===== src/rtl/config_loader_pkg.sv =====
// Shared types and default sizing for the configuration loader.
package config_loader_pkg;

    localparam int DEF_WORD_W    = 32;
    localparam int DEF_CHAIN_LEN = 1024;

    typedef enum logic [2:0] {
        ST_IDLE  = 3'd0,
        ST_LOAD  = 3'd1,
        ST_SHIFT = 3'd2,
        ST_SET   = 3'd3,
        ST_DONE  = 3'd4
    } state_t;

endpackage


===== src/rtl/config_loader_if.sv =====
// Host word handshake between a configuration source and the loader.
interface config_loader_if #(
    parameter int WORD_W = 32
) ();

    logic [WORD_W-1:0] in_data;
    logic              in_valid;
    logic              in_ready;

    modport master (output in_data, output in_valid, input  in_ready);
    modport slave  (input  in_data, input  in_valid, output in_ready);

endinterface


===== src/rtl/config_serializer.sv =====
// Turns one host word into an MSB-first bit stream; bit_out is a flop output.
module config_serializer #(
    parameter int WORD_W = 32
) (
    input  logic              clk,
    input  logic              rst,
    input  logic              load,
    input  logic              shift,
    input  logic              clear,
    input  logic [WORD_W-1:0] data,
    output logic              bit_out,
    output logic              empty
);

    localparam int LW = $clog2(WORD_W + 1);

    logic [WORD_W-1:0] sh_r;
    logic [LW-1:0]     left_r;
    logic              bit_r;

    // Word register: left_r counts bits still queued behind the one on bit_out.
    always_ff @(posedge clk or posedge rst) begin
        if (rst) begin
            sh_r   <= {WORD_W{1'b0}};
            left_r <= {LW{1'b0}};
            bit_r  <= 1'b0;
        end else if (clear) begin
            sh_r   <= {WORD_W{1'b0}};
            left_r <= {LW{1'b0}};
            bit_r  <= 1'b0;
        end else if (load) begin
            bit_r  <= data[WORD_W-1];
            sh_r   <= data << 1;
            left_r <= LW'(WORD_W - 1);
        end else if (shift) begin
            bit_r  <= sh_r[WORD_W-1];
            sh_r   <= sh_r << 1;
            left_r <= left_r - LW'(1);
        end else begin
            sh_r   <= sh_r;
            left_r <= left_r;
            bit_r  <= bit_r;
        end
    end

    assign bit_out = bit_r;
    assign empty   = (left_r == LW'(0));

endmodule


===== src/rtl/config_loader.sv =====
// Streams host words into a serial configuration chain, then latches it.
// Optional readback of the chain tail is enabled with CONFIG_LOADER_READBACK_EN.
module config_loader
    import config_loader_pkg::*;
#(
    parameter int WORD_W    = DEF_WORD_W,
    parameter int CHAIN_LEN = DEF_CHAIN_LEN,
    parameter int CNT_W     = $clog2(CHAIN_LEN + 1)
) (
    input  logic              clk,
    input  logic              rst,
    input  logic              start,
    config_loader_if.slave    host,
    output logic              shift_in_out,
    output logic              cen,
    output logic              cset,
    input  logic              chain_tail,
    output logic [WORD_W-1:0] rb_data,
    output logic              rb_valid,
    output logic              busy,
    output logic              done
);

    localparam logic [CNT_W-1:0] CHAIN_LEN_C = CNT_W'(CHAIN_LEN);

    state_t           state_r;
    logic             in_ready_r;
    logic             cen_r;
    logic             cset_r;
    logic             done_r;
    logic             busy_r;
    logic [CNT_W-1:0] bit_cnt_r;

    logic             accept_s;
    logic             last_s;
    logic             ser_empty_s;
    logic             ser_shift_s;
    logic             ser_clear_s;
    logic [CNT_W-1:0] cnt_inc_s;

    // bit_cnt_r counts bits already presented, including the one on the wire now.
    assign accept_s    = (state_r == ST_LOAD) && in_ready_r && host.in_valid;
    assign last_s      = (state_r == ST_SHIFT) && (bit_cnt_r == CHAIN_LEN_C);
    assign cnt_inc_s   = (bit_cnt_r == CHAIN_LEN_C) ? bit_cnt_r : bit_cnt_r + CNT_W'(1);
    assign ser_shift_s = (state_r == ST_SHIFT) && !last_s && !ser_empty_s;
    assign ser_clear_s = (state_r == ST_SHIFT) && (last_s || ser_empty_s);

    config_serializer #(
        .WORD_W (WORD_W)
    ) u_ser (
        .clk     (clk),
        .rst     (rst),
        .load    (accept_s),
        .shift   (ser_shift_s),
        .clear   (ser_clear_s),
        .data    (host.in_data),
        .bit_out (shift_in_out),
        .empty   (ser_empty_s)
    );

    // Load sequencer; every handshake and strobe output is a flop.
    always_ff @(posedge clk or posedge rst) begin
        if (rst) begin
            state_r    <= ST_IDLE;
            in_ready_r <= 1'b0;
            cen_r      <= 1'b0;
            cset_r     <= 1'b0;
            done_r     <= 1'b0;
            busy_r     <= 1'b0;
            bit_cnt_r  <= {CNT_W{1'b0}};
        end else begin
            case (state_r)
                ST_IDLE: begin
                    if (start) begin
                        state_r    <= ST_LOAD;
                        in_ready_r <= 1'b1;
                        busy_r     <= 1'b1;
                        bit_cnt_r  <= {CNT_W{1'b0}};
                    end else begin
                        in_ready_r <= 1'b0;
                        busy_r     <= 1'b0;
                    end
                end
                ST_LOAD: begin
                    if (accept_s) begin
                        state_r    <= ST_SHIFT;
                        in_ready_r <= 1'b0;
                        cen_r      <= 1'b1;
                        bit_cnt_r  <= cnt_inc_s;
                    end else begin
                        cen_r      <= 1'b0;
                    end
                end
                ST_SHIFT: begin
                    if (last_s) begin
                        state_r <= ST_SET;
                        cen_r   <= 1'b0;
                        cset_r  <= 1'b1;
                    end else if (ser_empty_s) begin
                        state_r    <= ST_LOAD;
                        cen_r      <= 1'b0;
                        in_ready_r <= 1'b1;
                    end else begin
                        bit_cnt_r <= cnt_inc_s;
                    end
                end
                ST_SET: begin
                    state_r <= ST_DONE;
                    cset_r  <= 1'b0;
                    done_r  <= 1'b1;
                end
                ST_DONE: begin
                    state_r <= ST_IDLE;
                    done_r  <= 1'b0;
                    busy_r  <= 1'b0;
                end
                default: begin
                    state_r    <= ST_IDLE;
                    in_ready_r <= 1'b0;
                    cen_r      <= 1'b0;
                    cset_r     <= 1'b0;
                    done_r     <= 1'b0;
                    busy_r     <= 1'b0;
                    bit_cnt_r  <= {CNT_W{1'b0}};
                end
            endcase
        end
    end

    assign host.in_ready = in_ready_r;
    assign cen           = cen_r;
    assign cset          = cset_r;
    assign done          = done_r;
    assign busy          = busy_r;

`ifdef CONFIG_LOADER_READBACK_EN
    localparam int LW = $clog2(WORD_W + 1);

    logic [WORD_W-1:0] rb_sh_r;
    logic [WORD_W-1:0] rb_data_r;
    logic [LW-1:0]     rb_cnt_r;
    logic              rb_valid_r;
    logic [WORD_W-1:0] rb_next_s;

    assign rb_next_s = {rb_sh_r[WORD_W-2:0], chain_tail};

    // Readback capture; the last partial word is left-aligned by the remaining gap.
    always_ff @(posedge clk or posedge rst) begin
        if (rst) begin
            rb_sh_r    <= {WORD_W{1'b0}};
            rb_data_r  <= {WORD_W{1'b0}};
            rb_cnt_r   <= {LW{1'b0}};
            rb_valid_r <= 1'b0;
        end else if (cen_r) begin
            if ((rb_cnt_r == LW'(WORD_W - 1)) || last_s) begin
                rb_data_r  <= rb_next_s << (LW'(WORD_W - 1) - rb_cnt_r);
                rb_valid_r <= 1'b1;
                rb_sh_r    <= {WORD_W{1'b0}};
                rb_cnt_r   <= {LW{1'b0}};
            end else begin
                rb_sh_r    <= rb_next_s;
                rb_cnt_r   <= rb_cnt_r + LW'(1);
                rb_valid_r <= 1'b0;
            end
        end else if (state_r == ST_IDLE) begin
            rb_sh_r    <= {WORD_W{1'b0}};
            rb_cnt_r   <= {LW{1'b0}};
            rb_valid_r <= 1'b0;
        end else begin
            rb_valid_r <= 1'b0;
        end
    end

    assign rb_data  = rb_data_r;
    assign rb_valid = rb_valid_r;
`else
    logic unused_tail_s;

    assign unused_tail_s = chain_tail;
    assign rb_data       = {WORD_W{1'b0}};
    assign rb_valid      = 1'b0;
`endif

endmodule


===== src/flat_wrapper.sv =====
// flat-port wrapper written by rule: the top's interface ports become plain ports
module config_loader_flat import config_loader_pkg::*;
#(
    parameter int WORD_W    = DEF_WORD_W,
    parameter int CHAIN_LEN = DEF_CHAIN_LEN,
    parameter int CNT_W     = $clog2(CHAIN_LEN + 1)
)
  (clk, rst, start, shift_in_out, cen, cset, chain_tail, rb_data, rb_valid, busy, done, host_in_data, host_in_valid, host_in_ready);
  config_loader_if #(.WORD_W(WORD_W)) host_i ();
  input  logic clk;
  input  logic rst;
  input  logic start;
  output logic shift_in_out;
  output logic cen;
  output logic cset;
  input  logic chain_tail;
  output logic [WORD_W-1:0] rb_data;
  output logic rb_valid;
  output logic busy;
  output logic done;
  input wire logic [$bits(host_i.in_data)-1:0] host_in_data;
  input wire logic [$bits(host_i.in_valid)-1:0] host_in_valid;
  output wire logic [$bits(host_i.in_ready)-1:0] host_in_ready;
  assign host_i.in_data = host_in_data;
  assign host_i.in_valid = host_in_valid;
  assign host_in_ready = host_i.in_ready;
  config_loader #(.WORD_W(WORD_W), .CHAIN_LEN(CHAIN_LEN), .CNT_W(CNT_W)) u_core (.clk(clk), .rst(rst), .start(start), .host(host_i), .shift_in_out(shift_in_out), .cen(cen), .cset(cset), .chain_tail(chain_tail), .rb_data(rb_data), .rb_valid(rb_valid), .busy(busy), .done(done));
endmodule

===== config.mk =====
export PLATFORM = sky130hd
export DESIGN_NAME = config_loader_flat
export DESIGN_NICKNAME = d
export VERILOG_FILES = /design/src/rtl/config_loader_pkg.sv /design/src/rtl/config_loader_if.sv /design/src/rtl/config_serializer.sv /design/src/rtl/config_loader.sv /design/src/flat_wrapper.sv
export SDC_FILE = /design/constraint.sdc
export NUM_CORES = 1
export LEC_CHECK = 0
export CAP_MARGIN = 10
export CORE_ASPECT_RATIO = 0.6
export CORE_MARGIN = 2
export CORE_UTILIZATION = 30
export CTS_CLUSTER_DIAMETER = 50
export DETAILED_ROUTE_END_ITERATION = 7
export PLACE_DENSITY = 0.61
export SYNTH_ARGS = -nofsm -noshare
export SYNTH_HDL_FRONTEND = slang
export SYNTH_SLANG_ARGS = --single-unit

===== constraint.sdc =====
create_clock -name clk -period 3.05 [get_ports clk]
set_clock_uncertainty 0.15 [all_clocks]
set_input_delay 0.305 -clock clk [delete_from_list [all_inputs] [get_ports clk]]
set_output_delay 0.305 -clock clk [all_outputs]
set_load 0.01 [all_outputs]

== Word-level counts from Yosys, hierarchy flattened ==
Cells that the tools add are included.

* Bitwise logic cells: 3
* Muxes and demuxes: 33
* Eq/ne operators: 12
* Reductions and logical operators: 22
* Add/sub/neg operators: 2

{| class="wikitable"
|+ Operators with widths
! cell !! count
|-
| $mux 32 || 3
|-
| $mux 11 || 5
|-
| $pmux 11 s4 || 1
|-
| $mux 6 || 3
|-
| $mux 3 || 4
|-
| $pmux 3 s4 || 1
|-
| $reduce_or 3->1 || 4
|-
| $add 11x1->11 const B || 1
|-
| $eq 11x11->1 const B || 1
|-
| $mux 1 || 11
|-
| $eq 3x2->1 const B || 2
|-
| $logic_and 1x1->1 || 6
|-
| $logic_not 6->1 || 1
|-
| $ne 2x1->1 const B || 3
|-
| $ne 2x2->1 const B || 3
|-
| $pmux 1 s2 || 3
|-
| $sub 6x1->6 const B || 1
|-
| $reduce_and 5->1 || 1
|-
| $pmux 1 s4 || 1
|-
| $reduce_and 2->1 || 2
|-
| $reduce_and 4->1 || 1
|-
| $eq 3x1->1 const B || 1
|-
| $eq 3x3->1 const B || 1
|-
| $logic_not 3->1 || 1
|-
| 8 further kinds || 11
|}

* Register bits: 58
* Input port bits: 37

== Depth between registers and ports, before layout ==
Gate-level depths: netlist (run 1).

* Depth after elaboration: 8
* Mapped depth: 9
* Mapped depth without buffers: 7

== Modules after synthesis ==
From an unflattened synthesis (run 1), not the netlist that was laid out.

* Cell total of the unflattened synthesis: 370
* Area, all modules: 3354.5 sq um

{| class="wikitable"
|+ By module, submodules not included
! module !! area each (sq um) !! cells an instance !! times used !! seq. area each (sq um)
|-
| config_serializer || 1979.4 || 207 || 1 || 950.9
|-
| config_loader || 1375.1 || 163 || 1 || 475.5
|}

== Worst setup path after synthesis (run 1) ==
No wires, ideal clock.

* Path type: register -> register
* From: register u_core.bit_cnt_r[0]
* To: register u_core.bit_cnt_r[9]
* Slack: 0.663 ns
* Arrival time: 2.127 ns
* Clock period less this slack: 2.387 ns
* Buffers on the path: 2
* Stages on the path, launching flop included: 10
* Path through: dfrtp_1 -> inv_1 -> ha_1 -> or4b_1 -> or4_1 -> buf_2 -> o221ai_2 -> buf_6 -> o21ai_1 -> o41ai_1

* Cells in the longest elaborated chain, start to end: 5

{| class="wikitable"
|+ Ends and longest elaborated chain
! what !! line !! text
|-
| start, declared || config_loader.sv:32 || <nowiki>logic [CNT_W-1:0] bit_cnt_r;</nowiki>
|-
| start signal, assigned || config_loader.sv:70 || <nowiki>bit_cnt_r <= {CNT_W{1'b0}};</nowiki>
|-
| start signal, assigned || config_loader.sv:78 || <nowiki>bit_cnt_r <= {CNT_W{1'b0}};</nowiki>
|-
| start signal, assigned || config_loader.sv:89 || <nowiki>bit_cnt_r <= cnt_inc_s;</nowiki>
|-
| $add 11x1->11 or $eq 11x11->1 (tied branches) || config_loader.sv:44, config_loader.sv:43 ||
|-
| $mux 11 || config_loader.sv:44 || <nowiki>assign cnt_inc_s = (bit_cnt_r == CHAIN_LEN_C) ? bit_cnt_r : bit_cnt_r + CNT_W'(1);</nowiki>
|-
| $mux 11 || config_loader.sv:99 || <nowiki>end else if (ser_empty_s) begin</nowiki>
|-
| $mux 11 || config_loader.sv:95 || <nowiki>if (last_s) begin</nowiki>
|-
| $pmux 11 s4 || config_loader.sv:72 || <nowiki>case (state_r)</nowiki>
|}

Parallel ways exist; a longest one is shown, timed or not. The select of a mux whose other input is x is not followed.
A chain may end at the register's enable or synchronous reset.

== Worst setup path after layout (run 1) ==
* From: register u_core.bit_cnt_r[0]
* To: register u_core.u_ser.left_r[4]

* Cells in the longest elaborated chain, start to end: 6

{| class="wikitable"
|+ Ends and longest elaborated chain
! what !! line !! text
|-
| $eq 11x11->1 (*) || config_loader.sv:43 || <nowiki>assign last_s = (state_r == ST_SHIFT) && (bit_cnt_r == CHAIN_LEN_C);</nowiki>
|-
| $logic_and 1x1->1 (*) || config_loader.sv:43 ||
|-
| $logic_not 1->1 || config_loader.sv:45 || <nowiki>assign ser_shift_s = (state_r == ST_SHIFT) && !last_s && !ser_empty_s;</nowiki>
|-
| $logic_and 1x1->1 (2 in series) || config_loader.sv:45 ||
|-
| $reduce_bool 3->1 (no line) || - ||
|-
| end signal, assigned || config_serializer.sv:34 || <nowiki>left_r <= LW'(WORD_W - 1);</nowiki>
|-
| end signal, assigned || config_serializer.sv:38 || <nowiki>left_r <= left_r - LW'(1);</nowiki>
|-
| end signal, assigned || config_serializer.sv:41 || <nowiki>left_r <= left_r;</nowiki>
|-
| end, declared || config_serializer.sv:18 || <nowiki>logic [LW-1:0] left_r;</nowiki>
|}

Mark *: on every way between the ends. The rest lies on a longest branch, timed or not.

==> results of run 1 <==
==> sequential cells by signal, indices dropped and copies added, names as in the netlist <==
register	count
u_core.state_r	3
u_core.done	1
u_core.host.in_ready	1
u_core.cen	1
u_core.busy	1
u_core.bit_cnt_r	11
u_core.u_ser.sh_r	31
u_core.cset	1
u_core.u_ser.bit_out	1
u_core.u_ser.left_r	6
==> path summary, 6_finish.rpt <==
check | end | from | depth (start not counted)
min in group clk | u_core.u_ser.left_r[5]$_DFFE_PP0P_ | u_core.u_ser.left_r[5]$_DFFE_PP0P_ | 1
worst min register to register | u_core.u_ser.left_r[5]$_DFFE_PP0P_ | u_core.u_ser.left_r[5]$_DFFE_PP0P_ | 1
max in group asynchronous | u_core.cset$_DFFE_PP0P_ | rst | 3
worst max-delay path | u_core.u_ser.left_r[4]$_DFFE_PP0P_ | u_core.bit_cnt_r[0]$_DFFE_PP0P_ | 7
worst max register to register | u_core.u_ser.left_r[4]$_DFFE_PP0P_ | u_core.bit_cnt_r[0]$_DFFE_PP0P_ | 7
worst min-delay path | u_core.u_ser.sh_r[16]$_DFFE_PP0P_ | rst | 2
==> cell usage after synthesis, types with 3 or more instances <==
cell	number	area share [%]
and3_1	4	0.81
nor2_2	4	0.81
a221oi_1	30	8.5
buf_4	33	8.0
inv_1	9	1.1
a21oi_1	12	1.9
o21ai_1	5	0.81
nand3_1	5	0.81
nand2_1	18	2.2
nor3_1	3	0.49
nor2_1	70	8.5
dfrtp_1	57	46
ha_1	4	1.6
clkbuf_1	15	1.8
nand2b_1	3	0.61
or2b_2	3	0.85
xor2_1	3	0.85
o21ai_0	9	1.5
==> final cells by class <==
cell class,instances,area share (%)
Sequential cell,57,37.7
Clock inverter,1,0.132
Clock buffer,12,6.52
Timing Repair Buffer,48,12.6
Multi-Input combinational cell,249,37.7
Tap cell,135,4.47
Inverter,9,0.893
==> critical path, cell delays in order, from the launching register on <==
cell and delay [ns]:
dfrtp_1 0.42, inv_1 0.08, ha_1 0.13, or4b_1 0.47, or4_1 0.64, a21oi_4 0.37
o21ai_1 0.13, o2bb2ai_1 0.13
==> power by group <==
group / switching [W] / internal (W)
sequential: 0.000242 / 0.00106
clock: 0.000297 / 0.000553
combinational: 0.000534 / 0.000512
==> layer usage <==
| layer | track usage [%] | up-vias | wire length [um] |
|---|---|---|---|
| li1 | - | 1203 | - |
| met1 | 19.4 | 1181 | 3590 |
| met2 | 19.5 | 68 | 3090 |
| met3 | 4.21 | 6 | 398 |
| met4 | 4.38 | 0 | 65 |
| met5 | 0 | - | 0 |
==> cells by family (layout without fill, tap and decap cells) <==
kind of cell    after synthesis  count (layout)
compound gates               80              80
xor+xnor                      5               5
fa+ha+maj                     4               4
buf+inv                      60              70
flops                        57              57
other cells                   1              33
simple gates                127             127
==> per-stage QoR <==
step / cell area [um^2] / total power, W / cells
2_1_floorplan: 3210 / 0.00205 / 366
3_3_place_gp: 3530 / 0.00231 / 498
3_5_place_dp: 3530 / 0.00235 / 498
4_1_cts: 3780 / 0.00323 / 511
5_1_grt: 3780 / 0.00343 / 511
6_report: 3780 / 0.00320 / 511
==> flow_summary.json, run 1 <==
{
  "drive_gt1_share_pct": 10.1,
  "fin_crit_ns": 2.65,
  "worst_setup_path_start_kind": "register",
  "via_per_inst": 4.81,
  "rows": 28,
  "grt_max_degree": 37,
  "routabilityCongestion": 0.751,
  "arrival_ns": 2.69,
  "timing.final.hold_violations": 0,
  "path_class": "reg -> reg",
  "final_common_cell": "nor2_1",
  "leakagePower_nw": 1.61,
  "dp_hpwl_mm": 4.89,
  "drtAntennaViolNets": 0,
  "vias": 2458,
  "setup_tns_ns": 0,
  "die_h_um": 82.6,
  "start_util_pct": 31.1,
  "fmaxAchievable_mhz": 378,
  "irDropWorstVdd_mv": 0.302,
  "synthCells": 334,
  "post-place-ws_ns": 0.413,
  "multi_input_area_um2": 1430,
  "layout.nets": 415,
  "yosysUniqueCellTypes": 53,
  "postCtsHoldBufs": 0,
  "utilization_pct": 38.0,
  "outcome": "complete, no violations",
  "worst_setup_path_end_kind": "register",
  "synth_top_family_by_area": "compound AO/OA/AOI/OAI gates",
  "wirelength_mm": 7.14,
  "antenna_found_initial": 0,
  "post_cts_buffers": 0,
  "clk_pin_slew_worst_paths_ns": 0.05,
  "worstMarginPinSlew_ns": 1.03,
  "netlist_area_um2": 3090,
  "synth_ff_type": "dfrtp_1",
  "r2r_slack_ns": 0.40,
  "synth_xor_area_share_pct": 1.42,
  "fillers": 1010,
  "gr-total-overflow": 0,
  "post-route-drc-count": 0,
  "crit_fanout": 10,
  "grt_pass1_wl_mm": 11.6,
  "cts_inserted_buffers": 9,
  "synth.area.mux_share_pct": 0,
  "synth-compound-area-share_pct": 19.7,
  "pin_count": 76,
  "synth-async-reset-ratio_pct": 100,
  "whs_ns": 0.273,
  "synth_edf_count": 0,
  "clockBufferDepth": 2,
  "slew_headroom_pct": 30.7,
  "post-route-period-util_pct": 86.8,
  "diodes": 0,
  "synth.avg_cell_area_um2": 9.26,
  "holdCritPathClass": "in -> async",
  "fp.coreArea_um2": 9950,
  "portBuffers": 41,
  "clk_latency_ns": 0.32,
  "cts_tree": "yes",
  "slew_viol_final": 0,
  "setup_ws_ns": 0.402,
  "synth-seq-cells": 57,
  "final_cell_mix": "69 x nor2_1, 57 x dfrtp_1, 41 x clkdlybuf4s50_1, 33 x conb_1, 30 x a221oi_1",
  "drt_iter0_drc": 150,
  "finalSetupViolCount": 0,
  "ff_latch_area_um2": 1430,
  "cts_sinks": 57,
  "root_buffer": "clkbuf_16",
  "die-area_um2": 11200,
  "die_x_um": 135,
  "htree_levels": 3,
  "yosys.area_share.simple_pct": 19.1,
  "rsz0062_at_grt": "false",
  "wl_per_cell_um": 14.0,
  "maxCapViolations": 0,
  "yosys_warnings": 0,
  "area_growth_pct": 22.3,
  "ys_seq_area_share_pct": 46.1,
  "cts_resized": 0,
  "cellPowerDensity_nw_per_um2": 845,
  "grtUsageTotal_pct": 13.6,
  "grt_pass1_vias": 2305,
  "cp.required_ns": 3.09,
  "synth_fa_ha_area_share_pct": 1.62,
  "dr.pass1.iters": 4
}
Note: power is estimated with default switching activity, not from simulation.
==> inputs of run 2 (changes only) <==
- GPL_ROUTABILITY_DRIVEN: unset -> 1
- PLACE_DENSITY: 0.61 -> 0.63
- TNS_END_PERCENT: unset -> 20
- clock period: 3.05 -> 2.19 ns (I/O delays scaled with it)
==> flow_summary.json, run 2 (synthesis results as in run 1) <==
{
  "arrival_ns": 2.39,
  "leakagePower_nw": 1.81,
  "final_cell_mix": "69 x nor2_1, 57 x dfrtp_1, 41 x clkdlybuf4s50_1, 33 x conb_1, 31 x buf_4",
  "r2r_cells": 7,
  "r2r_slack_ns": -0.17,
  "via_per_inst": 4.71,
  "r2r-end": "u_core.u_ser.left_r[1]$_DFFE_PP0P_",
  "layout.nets": 445,
  "die-area_um2": 11200,
  "htree_levels": 3,
  "cp.required_ns": 2.22,
  "path_cells": "inv_1, ha_2, or4b_4, or4_4, a21oi_4, buf_4, a211oi_1",
  "grt_max_degree": 58,
  "clkPwrFrac_pct": 27.0,
  "vias": 2562,
  "postCtsHoldBufs": 0,
  "post-route-period-util_pct": 108,
  "ff_latch_area_um2": 1430,
  "cts_sinks": 57,
  "placedCellCount": 528,
  "intPower_w": 0.00336,
  "antenna_found_initial": 0,
  "timing.final.hold_violations": 0,
  "slew_headroom_pct": 57.9,
  "drive_gt1_share_pct": 22.5,
  "worstMarginPinSlew_ns": 0.627,
  "post_cts_buffers": 0,
  "combinationalPowerShare_pct": 37.3,
  "largest_reg_flops": 31,
  "outcome": "complete, but fails checks",
  "drt_iter0_drc": 114,
  "clk_latency_ns": 0.32,
  "finalSetupViolCount": 51,
  "rsz0062_at_grt": "true",
  "fmaxAchievable_mhz": 424,
  "path_depth": 7,
  "fillers": 971,
  "clockBufferDepth": 2,
  "max_stage_delay_ns": 0.49,
  "post-route-drc-count": 0,
  "final_common_cell": "nor2_1",
  "fin_crit_ns": 2.36,
  "start_util_pct": 31.1,
  "p_switching_w": 0.00168,
  "cts_tree": "yes",
  "critical-path-top-delay-family": "simple AND/OR/NAND/NOR gates",
  "die_h_um": 82.6,
  "root_buffer": "clkbuf_16",
  "pin_count": 76,
  "dr.pass1.iters": 4,
  "dp_hpwl_mm": 5.19,
  "path_class": "reg -> reg",
  "critPathCapture": "u_core.u_ser.left_r[1]$_DFFE_PP0P_",
  "switching_share_pct": 33.3,
  "utilization_pct": 42.5,
  "fp.coreArea_um2": 9950,
  "gr-total-overflow": 0,
  "critical_path_buf_inv_count": 2,
  "critPathLaunch": "u_core.bit_cnt_r[0]$_DFFE_PP0P_",
  "grt_pass1_wl_mm": 12.2,
  "whs_ns": 0.119,
  "post-place-ws_ns": -0.258,
  "worst_setup_path_start_kind": "register",
  "top_regs": "u_core.u_ser.sh_r: 31 flops, u_core.bit_cnt_r: 11 flops, u_core.u_ser.left_r: 6 flops",
  "routabilityCongestion": 0.864,
  "crit_fanout": 8,
  "area_growth_pct": 36.7,
  "die_x_um": 135,
  "cts_inserted_buffers": 9,
  "cp_slowest_cell": "or4_4",
  "maxCapViolations": 0,
  "slew_viol_final": 0,
  "portBuffers": 41,
  "worst_setup_path_end_kind": "register",
  "wirelength_mm": 7.57,
  "rows": 28,
  "setup_ws_ns": -0.166,
  "cellPowerDensity_nw_per_um2": 1190,
  "failed_checks": "setup timing",
  "reg2reg_from": "u_core.bit_cnt_r[0]$_DFFE_PP0P_",
  "grtUsageTotal_pct": 14.3,
  "multi_input_area_um2": 1550,
  "seq_power_share_pct": 35.8,
  "top_register": "u_core.u_ser.sh_r",
  "holdCritPathClass": "in -> async",
  "wl_per_cell_um": 13.9,
  "grt_pass1_vias": 2406,
  "clk_pin_slew_worst_paths_ns": 0.05,
  "finalNonFillerCells": 544,
  "irDropWorstVdd_mv": 0.440,
  "drtAntennaViolNets": 0,
  "diodes": 0
}
-- run 2: changes by cell type in the layout (fill, tap and decap cells not counted), moves of 2 or more --
cell | before | now
a221oi_1 | 30 | 17
a221oi_2 | 0 | 13
buf_12 | 1 | 5
buf_4 | 6 | 31
nand2_1 | 18 | 16
nand2_2 | 1 | 3
or4b_1 | 2 | 0
or4b_4 | 0 | 2
-- run 2: worst min path at each step --
stage / cells after the start / slack (ns) / start / end
2_1_floorplan: 2 / 0.17 / host_in_data[0] / u_core.u_ser.sh_r[1]$_DFFE_PP0P_
3_3_place_gp: 1 / 0.33 / u_core.u_ser.left_r[5]$_DFFE_PP0P_ / u_core.u_ser.left_r[5]$_DFFE_PP0P_
3_5_place_dp: 1 / 0.33 / u_core.u_ser.left_r[5]$_DFFE_PP0P_ / u_core.u_ser.left_r[5]$_DFFE_PP0P_
4_1_cts: 3 / 0.13 / rst / u_core.bit_cnt_r[6]$_DFFE_PP0P_
5_1_grt: 3 / 0.14 / rst / u_core.bit_cnt_r[2]$_DFFE_PP0P_
6_report: 3 / 0.12 / rst / u_core.bit_cnt_r[2]$_DFFE_PP0P_
-- run 2: cell type report --
type / instances / share of cell area, %
clock buffers: 13 / 5.92
flip-flops and latches: 57 / 33.7
multi-input cells: 249 / 36.8
inverters: 9 / 0.799
clock inverters: 3 / 0.947
repair buffers: 78 / 17.8
well taps: 135 / 4.00
-- run 2: metrics by stage --
stage / cell area [um^2] / setup TNS, ns / power, W
5_1_grt: 4230 / -8.30 / 0.00538
6_report: 4230 / -4.33 / 0.00504
3_5_place_dp: 3820 / -9.25 / 0.00351
4_1_cts: 4150 / -3.93 / 0.00495
3_3_place_gp: 3820 / -8.71 / 0.00344
2_1_floorplan: 3230 / -2.02 / 0.00288
-- run 2: timing repair --
item / 4_1_cts / 5_1_grt
resized for setup: 9 / 14
cloned: 0 / 0
pin swaps: 2 / 3
setup endpoints to repair: 52 / 52
endpoints found under the hold margin: 0 / 0
-- run 2: routing by layer --
layer | wire length, um | part of all wire (%) | track usage [%]
met1 | 3880 | 51 | 19.9
met2 | 3290 | 43 | 21.3
met3 | 341 | 4.5 | 4.70
met4 | 64 | 0.85 | 4.38
met5 | 0 | 0 | 0
-- run 2: worst register-to-register path, stage by stage (launching register included) --
cell and delay, ns:
dfrtp_1 0.38, inv_1 0.06, ha_2 0.17, or4b_4 0.47
or4_4 0.49, a21oi_4 0.28, buf_4 0.17, a211oi_1 0.04
-- run 2: power groups by stage --
stage / combinational (W) / clock (W) / sequential (W)
finish: 0.00188 / 0.00136 / 0.00180
CTS: 0.00181 / 0.00139 / 0.00175
global route: 0.00209 / 0.00145 / 0.00184
detailed placement: 0.00176 / 0 / 0.00175
floorplan: 0.00118 / 0 / 0.00170
global placement: 0.00170 / 0 / 0.00173
